**config.mk**
```make
export PLATFORM = sky130hd
export DESIGN_NAME = bcd_scan_disp
export DESIGN_NICKNAME = d
export VERILOG_FILES = /design/src/rtl/bcd_scan_disp.sv
export SDC_FILE = /design/constraint.sdc
export NUM_CORES = 1
export LEC_CHECK = 0
export BUFFER_PORTS_ARGS = -buffer_cell sky130_fd_sc_hd__buf_2
export CAP_MARGIN = 40
export CORE_UTILIZATION = 50
export DETAILED_ROUTE_END_ITERATION = 6
export PLACE_DENSITY = 0.75
export RECOVER_POWER = 50
export SETUP_SLACK_MARGIN = 0.15
export SLEW_MARGIN = 20
export SYNTH_ARGS = -nofsm -noshare
export SYNTH_HDL_FRONTEND = slang
export SYNTH_SLANG_ARGS = --single-unit
```
**constraint.sdc**
```tcl
create_clock -name clk -period 2.55 [get_ports clk]
set_input_delay 0.51 -clock clk [delete_from_list [all_inputs] [get_ports clk]]
set_output_delay 0.51 -clock clk [all_outputs]
set_load 0.1 [all_outputs]
```
**src/rtl/bcd_scan_disp.sv**
```systemverilog
// Two-digit multiplexed 7-segment driver for the x5 BCD converter's tens/units pair.
// Optional leading-zero blanking of the tens digit: define BCD_SCAN_DISP_LZB_EN.
module bcd_scan_disp #(
  parameter int DIV = 4
) (
  input  logic       clk,
  input  logic       rst,
  input  logic       ld,
  input  logic [3:0] d,
  input  logic [3:0] u,
  output logic [6:0] seg,
  output logic [1:0] an,
  output logic       dig_err
);

  localparam int CW = (DIV > 2) ? $clog2(DIV) : 1;
  localparam logic [CW-1:0] LAST = CW'(DIV - 1);

  logic [3:0]    d_r;
  logic [3:0]    u_r;
  logic [CW-1:0] cnt;
  logic          sel;
  logic [3:0]    shown;
  logic          blank;

  function automatic logic [6:0] dec(input logic [3:0] v);
    logic [6:0] s;
    case (v)
      4'd0:    s = 7'h3F;
      4'd1:    s = 7'h06;
      4'd2:    s = 7'h5B;
      4'd3:    s = 7'h4F;
      4'd4:    s = 7'h66;
      4'd5:    s = 7'h6D;
      4'd6:    s = 7'h7D;
      4'd7:    s = 7'h07;
      4'd8:    s = 7'h7F;
      4'd9:    s = 7'h6F;
      default: s = 7'h40;
    endcase
    return s;
  endfunction

  // Digit currently being scanned out, and whether it is a suppressed leading zero.
  always_comb begin
    shown = sel ? d_r : u_r;
`ifdef BCD_SCAN_DISP_LZB_EN
    blank = sel && (d_r == 4'd0);
`else
    blank = 1'b0;
`endif
  end

  // Outputs are computed from the pre-edge latch/select state, so they lag those by one edge.
  always_ff @(posedge clk) begin
    if (rst) begin
      d_r     <= 4'd0;
      u_r     <= 4'd0;
      cnt     <= '0;
      sel     <= 1'b0;
      seg     <= 7'h00;
      an      <= 2'b00;
      dig_err <= 1'b0;
    end else begin
      if (ld) begin
        d_r <= d;
        u_r <= u;
      end
      if (cnt == LAST) begin
        cnt <= '0;
        sel <= ~sel;
      end else begin
        cnt <= cnt + CW'(1);
      end
      an      <= sel ? 2'b10 : 2'b01;
      seg     <= blank ? 7'h00 : dec(shown);
      dig_err <= (d_r > 4'd9) | (u_r > 4'd9);
    end
  end

endmodule

```
# Word level (Yosys, flattened, before mapping)
# Memories as Yosys holds them, arrays and structs flattened. A register that Yosys moved wholly into a read port is not among the register bits.
# Index checks and enable logic that the tools add are counted.
[totals]
reg_bits = 14
romBits = 112
inputBits = 11
output_inout_bits = 10
mem_count = 1
[memory_table]
columns = ["name", "words", "word_bits", "read_ports", "rd_ports_with_merged_regs", "write_ports", "line_no", "rtl"]
rows = [
  ["(no name shown)", 16, 7, 1, 1, 0, "28", "case (v)"],
]
[op_classes]
addsub = 1
order_cmp = 2
n_eq_ne = 1
mux = 2
n_bitwise = 2
n_reduce_logical = 1
[op_table]
columns = ["op", "n"]
rows = [
  ["> comparator 4 bit (second input constant)", 2],
  ["two-way mux 4 bit", 1],
  ["adder 2 x 1 -> 2 bit (second input constant)", 1],
  ["equality test 2 bit (second input constant)", 1],
  ["two-way mux 2 bit", 1],
  ["OR reduction 2 bit", 1],
  ["inverter 1 bit", 1],
  ["bitwise OR 1 bit", 1],
]

# Depth between registers and ports, before layout
[depth]
depth_word = 2
ltp_mapped = 6
ltp_nobuf = 5

# Worst setup path before layout
# No wires, ideal clock.
[synth_timing]
kind = "reg-to-reg"
startpoint = "reg sel"
endpoint = "reg seg[5]"
setup_ps = 86
arrival_time_ps = 1549
slack_ps = 915
path_stages_with_launch = 7
n_path_buf = 1
path_cell_list = "dfxtp_1 -> buf_6 -> mux2i_1 -> inv_1 -> ha_1 -> o21a_1 -> a221oi_2"
[synth_between]
elab_chain_len = 1
[synth_rtl]
columns = ["item", "line_no", "rtl"]
rows = [
  ["start: declaration", "22", "logic sel;"],
  ["start signal: assignment", "71", "sel <= ~sel;"],
  ["two-way mux 4 bit", "46", "shown = sel ? d_r : u_r;"],
  ["end: declaration", "11", "output logic [6:0] seg,"],
]
# No other way between the ends.
# A chain may end at the register's enable or synchronous reset.

# Worst setup path in the final report
[layout_timing]
startpoint = "reg seg[3]"
endpoint = "out seg[3]"
# No word-level cell between the ends.

==> impl_metrics.ini <==
[setup_path]
worstRegToRegCells = 5
path_max_fanout = 1
cp.required_ps = 2040
worstPathCellList = clkbuf_1
cp.arrival_ps = 1480
slowest_delay_ps = 850
r2r-end = seg[5]$_SDFF_PP0_
cp_top_family = buffers and inverters
slowest_stage = clkbuf_1
reg2reg_slack_ps = 610
crit_path_end_kind = output pin
path_buf_inv = 1
criticalPathCategory = flop to output pin
reg2reg_from = sel$_SDFFE_PP0N_
start_kind = flop

[power_and_ir_drop]
p_int_mw = 0.472
power_per_cell_area_nw_per_um2 = 728
ir_worst_vdd_v = 0.000342
p_leak_nw = 0.489
netSwitchingPower_mw = 0.282
power_frac_seq_pct = 49.4
clockPowerShare_pct = 21.0
p_comb_share_pct = 29.6
netSwitchingFraction_pct = 37.4

[min_path]
hold_depth = 1
hold_start = cnt[0]$_SDFF_PP0_
hp-class = flop to flop
hold_end = cnt[0]$_SDFF_PP0_

[timing]
fin_crit_sh_pct = 78.0
fin_crit_ps = 1990
fmax_mhz = 503
drv_slew = 0
grt_setup_unrepaired = no
skew_ps = 4.09
tightest_slew_ps = 1160
final_hold_viol_count = 0
setup-tns-final_ps = 0
max_slew_margin_pct = 23.0
setup_viol = 0

[clock_network]
clk_latency_ps = 300
cts_resized = 0
postCtsHoldBufs = 0
cts-root-buf = clkbuf_4
path_clk_slew_ps = 110
clockBufferDepth = 2
htreeDepth = 1
cts_tree = done
postCtsSetupBuffers = 0
numCtsBuffers = 3
cts.sinks = 21

[detailed_routing]
drt_first_pass_iters = 4
ant_nets = 0
drtIter0Drc = 11
vias = 679
avgViaCountPerCell = 5.22
drt-total-wl_mm = 1.44
wl_per_cell_um = 11.1
route.detailed.drc = 0

[layout]
fin_util_pct = 60.7
layout_commonest_cell = dfxtp_1
fin_nets = 124
antennaDiodeCount = 0
drive_above_1_share_pct = 25.7
area_delta_synth_final_pct = 14.5
final_cell_mix = 21 x dfxtp_1, 18 x buf_2, 12 x mux2i_1, 12 x nor2_1, 7 x ha_1

[yosys]
synth_edf_count = 0
syn_inst = 85
yosysWarnings = 0
async_reset_ff_share_pct = 0
syn_area_per_cell_um2 = 10.6
netlist_area_um2 = 905
ys.flop_type = dfxtp_1
synth.net_count = 103
yosys_register_bits = 21
yosysUniqueCellTypes = 24
synth_seq_area_share_pct = 46.5

[grt]
overflow = 0
grt_pass1_vias = 552
grt_max_degree = 24
grt_pass1_wl_mm = 2.22
grt.total_usage_pct = 15.3
antenna_found_initial = 0

[job]
max_cap_violations = 0

[floorplan]
dieArea_um2 = 1980
coreArea_um2 = 1710
dieWidth_um = 44.5
start_util_pct = 53.0
die_h_um = 44.5
row_count = 15
io_pins = 21

[placement]
port_buffers = 20
gp_congestion = 0.735
place_hpwl_mm = 1.06

[outcome]
status = completed
==> cell usage after synthesis, types with 2 or more instances <==
master	count	share of area [%]
inv_1	3	1.2
mux2_2	2	2.5
nand2_1	2	0.83
ha_1	7	9.7
nor2_1	12	5.0
o32ai_1	2	1.9
clkbuf_1	2	0.83
a221oi_1	2	1.9
o21ai_0	3	1.7
dfxtp_1	21	46
a21oi_1	3	1.7
mux2i_1	12	13
a21o_1	3	2.5
==> per-stage QoR <==
stage | total power, mW | std cells | instance area (um2) | worst slack, ps | hold slack (ps)
after floorplan | 0.570 | 85 | 905 | 915 | 398
after global placement | 0.602 | 126 | 1010 | 716 | 407
after detailed placement | 0.605 | 126 | 1010 | 622 | 418
after CTS | 0.760 | 130 | 1040 | 597 | 437
after global routing | 0.788 | 130 | 1040 | 440 | 437
final | 0.754 | 130 | 1040 | 562 | 431
==> power by group through the flow <==
| stage | combinational, mW | sequential, mW | clock, mW |
|---|---|---|---|
| 2_1_floorplan | 0.0800 | 0.490 | 0 |
| 3_3_place_gp | 0.222 | 0.380 | 0 |
| 3_5_place_dp | 0.224 | 0.381 | 0 |
| 4_1_cts | 0.225 | 0.373 | 0.162 |
| 5_1_grt | 0.236 | 0.376 | 0.176 |
| 6_report | 0.223 | 0.373 | 0.158 |
==> flip-flops by register name, summed over array words and instances (netlist names) <==
| register | flops |
|---|---|
| an | 2 |
| sel | 1 |
| dig_err | 1 |
| d_r | 4 |
| u_r | 4 |
| seg | 7 |
| cnt | 2 |
==> cell type report <==
cell class	instances	area (um2)
fillers	153	672
multi-input cells	57	449
flip-flops and latches	21	420
repair buffers	20	97.6
well taps	25	31.3
clock buffers	4	26.3
inverters	3	11.3
==> kinds of logic (layout without fill, tap and decap cells) <==
logic type | after synthesis | count (layout) | synth area share (%)
mux | 14 | 14 | 15.8
xor+xnor | 1 | 1 | 0.968
compound gates | 17 | 17 | 14.2
flops | 21 | 21 | 46.5
simple gates | 18 | 18 | 8.99
buf+inv | 7 | 27 | 3.87
fa+ha+maj | 7 | 7 | 9.68
==> per-layer routing <==
layer	vias up	share of wire, %	GRT usage [%]
met5	-	0	0
li1	338	-	-
met3	5	4.2	3.67
met1	320	46	19.7
met4	0	1.9	7.27
met2	16	48	24.1
==> worst max-delay path by stage <==
stage                        endpoint              start  slack (ps)  cells after the start
CTS                 seg[5]$_SDFF_PP0_   sel$_SDFFE_PP0N_         600                      5
floorplan           seg[5]$_SDFF_PP0_   sel$_SDFFE_PP0N_         920                      6
finish                         seg[3]  seg[3]$_SDFF_PP0_         560                      1
global placement    seg[5]$_SDFF_PP0_   sel$_SDFFE_PP0N_         720                      5
detailed placement  seg[5]$_SDFF_PP0_   sel$_SDFFE_PP0N_         620                      5
global route        seg[5]$_SDFF_PP0_   sel$_SDFFE_PP0N_         440                      5
Power figures use the tool's default switching activity.
